`config.mk`:
```
export PLATFORM = sky130hd
export DESIGN_NAME = issue_queue
export DESIGN_NICKNAME = d
export VERILOG_FILES = /design/src/rtl/issue_queue.sv
export SDC_FILE = /design/constraint.sdc
export NUM_CORES = 2
export LEC_CHECK = 0
export ABC_AREA = 1
export CAP_MARGIN = 20
export CORE_MARGIN = 4
export CORE_UTILIZATION = 40
export DETAILED_ROUTE_END_ITERATION = 10
export DONT_BUFFER_PORTS = 1
export GPL_TIMING_DRIVEN = 0
export SLEW_MARGIN = 5
export SYNTH_ARGS = -nofsm -noshare
export SYNTH_HDL_FRONTEND = slang
export SYNTH_SLANG_ARGS = --single-unit
```
`constraint.sdc`:
```
create_clock -name clk -period 3.85 [get_ports clk]
set_input_delay 0.77 -clock clk [delete_from_list [all_inputs] [get_ports clk]]
set_output_delay 0.77 -clock clk [all_outputs]
set_load 0.03 [all_outputs]
```
`src/rtl/issue_queue.sv`:
```
// issue_queue: collapsing out-of-order issue queue placed after register rename.
//
// Entry 0 is always the oldest. Valid entries occupy indices 0..count-1. Each
// cycle the oldest entry whose sources are both ready is presented on out_*;
// when execute accepts it, the entry is removed and every younger entry
// shifts down by one slot on the same clock edge. Writeback broadcasts set
// the per-source ready bits of matching entries.
//
// Ports:
//   clk, rst_n       clock, synchronous active-low reset
//   flush            discard every entry (branch mispredict)
//   in_*             one renamed instruction per cycle (valid/ready handshake)
//   wb_valid, wb_phy writeback wakeup broadcast
//   out_*            oldest ready entry (valid/ready handshake), zero when idle
//   count            number of occupied entries
//
// Optional feature macro: ISSUE_QUEUE_WAKEUP_BYPASS_EN
//   defined   : a stored source also counts as ready during the cycle its
//               producer is broadcast (wb -> out_valid combinational path)
//   undefined : select looks only at the stored ready bits
module issue_queue #(
    parameter int DEPTH        = 8,
    parameter int PHY_REG_BITS = 6,
    parameter int ROB_TAG_BITS = 4,
    parameter int PAYLOAD_W    = 64
) (
    input  logic                       clk,
    input  logic                       rst_n,
    input  logic                       flush,
    input  logic                       in_valid,
    output logic                       in_ready,
    input  logic [PHY_REG_BITS-1:0]    in_rs_phy,
    input  logic                       in_rs_ready,
    input  logic [PHY_REG_BITS-1:0]    in_rt_phy,
    input  logic                       in_rt_ready,
    input  logic [PHY_REG_BITS-1:0]    in_rw_phy,
    input  logic                       in_uses_rw,
    input  logic [ROB_TAG_BITS-1:0]    in_rob_tag,
    input  logic [PAYLOAD_W-1:0]       in_payload,
    input  logic                       wb_valid,
    input  logic [PHY_REG_BITS-1:0]    wb_phy,
    output logic                       out_valid,
    input  logic                       out_ready,
    output logic [PHY_REG_BITS-1:0]    out_rs_phy,
    output logic [PHY_REG_BITS-1:0]    out_rt_phy,
    output logic [PHY_REG_BITS-1:0]    out_rw_phy,
    output logic                       out_uses_rw,
    output logic [ROB_TAG_BITS-1:0]    out_rob_tag,
    output logic [PAYLOAD_W-1:0]       out_payload,
    output logic [$clog2(DEPTH):0]     count
);

    localparam int IW = $clog2(DEPTH);
    localparam int CW = $clog2(DEPTH) + 1;

    typedef struct packed {
        logic                    valid;
        logic [PHY_REG_BITS-1:0] rs_phy;
        logic                    rs_rdy;
        logic [PHY_REG_BITS-1:0] rt_phy;
        logic                    rt_rdy;
        logic [PHY_REG_BITS-1:0] rw_phy;
        logic                    uses_rw;
        logic [ROB_TAG_BITS-1:0] rob_tag;
        logic [PAYLOAD_W-1:0]    payload;
    } entry_t;

    entry_t          q      [DEPTH];
    entry_t          woken  [DEPTH];
    entry_t          q_next [DEPTH];
    entry_t          incoming;
    logic [DEPTH-1:0] ready;
    logic [IW-1:0]   sel_idx;
    logic            sel_found;
    logic            iss;
    logic            enq;
    logic [CW-1:0]   wr_idx;
    logic [CW-1:0]   count_next;

    // Per-entry readiness used by select.
    always_comb begin
        ready = '0;
        for (int unsigned i = 0; i < DEPTH; i++) begin
`ifdef ISSUE_QUEUE_WAKEUP_BYPASS_EN
            ready[i] = q[i].valid
                     && (q[i].rs_rdy || (wb_valid && q[i].rs_phy == wb_phy))
                     && (q[i].rt_rdy || (wb_valid && q[i].rt_phy == wb_phy));
`else
            ready[i] = q[i].valid && q[i].rs_rdy && q[i].rt_rdy;
`endif
        end
    end

    // Scan from the youngest slot down so the oldest ready entry wins.
    always_comb begin
        sel_found = 1'b0;
        sel_idx   = '0;
        for (int unsigned i = DEPTH; i > 0; i--) begin
            if (ready[i-1]) begin
                sel_found = 1'b1;
                sel_idx   = IW'(i - 1);
            end
        end
    end

    always_comb begin
        out_valid   = sel_found;
        out_rs_phy  = '0;
        out_rt_phy  = '0;
        out_rw_phy  = '0;
        out_uses_rw = 1'b0;
        out_rob_tag = '0;
        out_payload = '0;
        if (sel_found) begin
            out_rs_phy  = q[sel_idx].rs_phy;
            out_rt_phy  = q[sel_idx].rt_phy;
            out_rw_phy  = q[sel_idx].rw_phy;
            out_uses_rw = q[sel_idx].uses_rw;
            out_rob_tag = q[sel_idx].rob_tag;
            out_payload = q[sel_idx].payload;
        end
    end

    assign in_ready   = (count != CW'(DEPTH));
    assign iss        = sel_found && out_ready;
    assign enq        = in_valid && in_ready && !flush;
    // A same-cycle issue frees one slot below the current tail.
    assign wr_idx     = count - CW'(iss);
    assign count_next = count + CW'(enq) - CW'(iss);

    // Wakeup is applied before the collapse so a shifted entry keeps it.
    always_comb begin
        for (int unsigned i = 0; i < DEPTH; i++) begin
            woken[i] = q[i];
            if (q[i].valid && wb_valid) begin
                if (q[i].rs_phy == wb_phy) woken[i].rs_rdy = 1'b1;
                if (q[i].rt_phy == wb_phy) woken[i].rt_rdy = 1'b1;
            end
        end
    end

    // Incoming sources produced by this cycle's broadcast are stored ready.
    always_comb begin
        incoming.valid   = 1'b1;
        incoming.rs_phy  = in_rs_phy;
        incoming.rs_rdy  = in_rs_ready || (wb_valid && in_rs_phy == wb_phy);
        incoming.rt_phy  = in_rt_phy;
        incoming.rt_rdy  = in_rt_ready || (wb_valid && in_rt_phy == wb_phy);
        incoming.rw_phy  = in_rw_phy;
        incoming.uses_rw = in_uses_rw;
        incoming.rob_tag = in_rob_tag;
        incoming.payload = in_payload;
    end

    always_comb begin
        for (int unsigned i = 0; i < DEPTH; i++) begin
            if (iss && IW'(i) >= sel_idx) begin
                if (i == DEPTH - 1) q_next[i] = '0;
                else                q_next[i] = woken[i+1];
            end else begin
                q_next[i] = woken[i];
            end
            if (enq && CW'(i) == wr_idx) q_next[i] = incoming;
        end
    end

    // Flush clears the same state as reset; outputs follow from empty storage.
    always_ff @(posedge clk) begin
        if (!rst_n || flush) begin
            count <= '0;
            for (int unsigned i = 0; i < DEPTH; i++) q[i] <= '0;
        end else begin
            count <= count_next;
            for (int unsigned i = 0; i < DEPTH; i++) q[i] <= q_next[i];
        end
    end

endmodule

```
==> reports/results.ini <==
[clock_tree]
htree_levels = 3
clock_latency_ns = 0.67
hold_buffers = 0
ctsRootBufferMaster = clkbuf_16
cts_made_buffers = 87
cts_buffer_depth = 3
cts.sinks = 724
clkTransAtPathRegs_ns = 0.06
cts_tree = yes

[timing]
tns_ns = -0.0261
clock.fmax_ghz = 0.258
finalCritPeriodShare = 1.01
tightest_slew_ns = 1.25
slew_viol_final = 0
finalHoldViolations = 0
maxSlewHeadroom = 0.164
worst_slack_ns = -0.0261
hold_ws_ns = 0.364
rsz0062_at_grt = true
finalSetupViolations = 1
post-route-min-period_ns = 3.88
fin_skew_ns = 0.0148

[setup_path]
path_cells = nand3_1, nand2_2, a21oi_4, buf_12, inv_6, clkbuf_16, clkbuf_4, nand3_1, nand3_2, nand2_4
cp_num_buf_inv = 4
arrival_ns = 3.11
crit_slowest_cell = dfxtp_1
required_ns = 3.08
timing.rr.end = q[5][78]
rrSetupSlack_ns = 0.06
reg2reg_depth = 21
cp_common_cell = nand3_1
path_delay_family = buffers and inverters
endpoint_kind = output pin
critPathKind = flip-flop to output pin
worstSetupStartpoint = q[1][89]
reg2reg_from = q[1][89]
critical-path-max-stage-delay_ns = 0.47
worstPathMaxFanout = 10
critPathLaunchType = flip-flop

[finish]
final_nets = 7350
final_core_util = 0.472
area_growth_pct = 16.8
drive_above_1_share = 0.102

[pwr]
total_power_uw = 17400
p_comb_frac = 0.047
power_switching_uw = 4260
static-leakage-power_uw = 0.0196
seqPwrFrac = 0.433
ir_drop_uv = 316
internal_power_uw = 13100
p_clk_frac = 0.520
power.density_mw_per_mm2 = 354
switching_share = 0.245

[yosys]
ys_seq_elements = 724
synthTopCellsByArea = dfxtp_1 (34%), nand2_1 (20%), nand3_1 (9.8%)
avgSynthCellArea_um2 = 5.92
synth_common_cells = nand2_1 (2198), nor2_1 (829), nand3_1 (824)
synth_enable_flop_cells = 0
yosysTopAreaCell = dfxtp_1
ys_seq_area_frac = 0.344
syn-num-nets = 7228
async_flop_share = 0
synth.top_cell.area_share = 0.344
yosysMostFrequentCell = nand2_1
yosysUniqueCellTypes = 43
syn_inst = 7117
ys_warn_count = 0
synth_area_mm2 = 0.0421
synth_ff_type = dfxtp_1

[grt]
grt_max_degree = 20
grt_pass1_vias = 43600
antenna_found_initial = 8
grt_overflow = 0
track_usage = 0.324
grt_pass1_wl_um = 277000

[route]
via_per_inst = 5.46
postRouteAntennaNets = 0
num_vias = 47500
wl_per_cell_um = 21.6
drtIter0Drc = 5588
first_pass_iters = 8
drt_wl_total_um = 188000
drc = 0

[floorplan]
die_w_um = 332
die_area_mm2 = 0.111
placementRows = 118
start_util = 0.405
io_pins = 194
core_area_mm2 = 0.104
die_y_um = 332

[run_status]
outcome = finished with violations
violations = negative setup slack

[placement]
dp_hpwl_um = 139000
port_buffers = 0
place_ws_ns = -1.30
gp_congestion = 0.971

[min_path]
hold_path_end = q[7][89]
min_from = out_ready
whs_path_depth = 3
hold_path_class = input port to flip-flop

[run]
drv_cap = 0

[registers in the layout (all words and copies together), names as in the netlist]
signal,flops
q,720
count,4
[layout by cell type (no fill, tap or decap), types with 9 or more instances in the layout]
cell type and count:
nand2_4 76, o211ai_1 107, o22ai_1 14, clkbuf_2 186
buf_1 36, nor3_1 15, inv_1 757, nor2_1 823
dfxtp_1 721, a22oi_1 22, a21oi_1 482, o21ai_0 196
a31oi_1 147, o21ai_1 65, buf_8 12, clkbuf_16 94
bufinv_16 11, nand2_1 2101, nand3_2 54, xnor2_1 18
nor2_4 12, ha_1 9, clkbuf_4 32, clkinv_2 14
buf_2 100, buf_12 10, buf_4 45, clkbuf_1 219
nand2_2 23, clkbuf_8 28, nand3_1 768, xor2_1 23
[per-layer routing]
layer / up-vias / wire length (um) / track usage
met5: - / 132 / 0.00681
met4: 6 / 12500 / 0.183
met3: 482 / 18300 / 0.0802
met2: 2197 / 82000 / 0.507
met1: 22100 / 75200 / 0.407
li1: 22700 / - / -
[worst max path at each step]
| stage | to | slack, ns | depth (start not counted) |
|---|---|---|---|
| 6_report | out_rs_phy[4] | -0.03 | 10 |
| 5_1_grt | q[5][61] | -0.04 | 19 |
| 4_1_cts | out_payload[35] | -0.03 | 16 |
| 3_5_place_dp | q[4][79] | -1.30 | 18 |
| 3_3_place_gp | q[5][86] | -2.28 | 17 |
| 2_1_floorplan | q[6][80] | 0.74 | 18 |
[final cells by class]
cell class              count  area (um2)
well taps                1380        1730
plain buffers             608        3140
diodes                      4        10.0
fillers                 11100       54900
repair buffers             35         504
inverters                 774        2960
multi-input cells        5009       23300
flip-flops and latches    724       14500
clock inverters            28         412
clock buffers             132        2670
[metrics by stage]
| stage | instance area [um2] | instances |
|---|---|---|
| after floorplan | 42100 | 7117 |
| after global placement | 43800 | 8497 |
| after detailed placement | 44100 | 8508 |
| after CTS | 48500 | 8685 |
| after global routing | 49200 | 8690 |
| final | 49200 | 8694 |
[cell families (layout without fill, tap and decap cells)]
group	Yosys count	after routing	share of synthesized area
AOI/OAI and AO/OA	1059	1059	0.141
xor gates and xnor gates	43	43	0.00894
adders and majority gates	10	10	0.00315
buffers and inverters	1385	1577	0.129
DFF	724	724	0.344
other	0	4	0
and+or+nand+nor	3896	3897	0.374
[worst register-to-register path: stages, from the launching register on]
cell	delay [ns]
dfxtp_1	0.39
nand3_1	0.19
nand2_2	0.13
nor2_4	0.18
nand2_2	0.18
nand2_2	0.19
inv_2	0.10
ha_1	0.21
ha_1	0.21
xnor2_2	0.30
inv_1	0.16
nand2_4	0.15
nor2_4	0.07
buf_16	0.16
nor2_4	0.11
buf_12	0.15
clkbuf_2	0.30
buf_8	0.22
nand2_1	0.09
o211ai_1	0.08
nand2_1	0.07
inv_1	0.08
[what timing repair did]
action                                  4_1_cts  5_1_grt
pin swaps                                    21       47
endpoints found under the hold margin         0        0
setup buffers                                19        4
endpoints found under the setup margin      802      775
gates cloned                                  1        0
resized for setup                           417      240
[power by group through the flow]
stage	clock network (uW)	logic, uW	registers, uW
finish	9050	823	7540
global route	9400	868	7540
CTS	9110	797	7540
detailed placement	0	785	7700
global placement	0	778	7700
floorplan	0	455	7700
No activity file was read; power rests on OpenSTA's default activity.
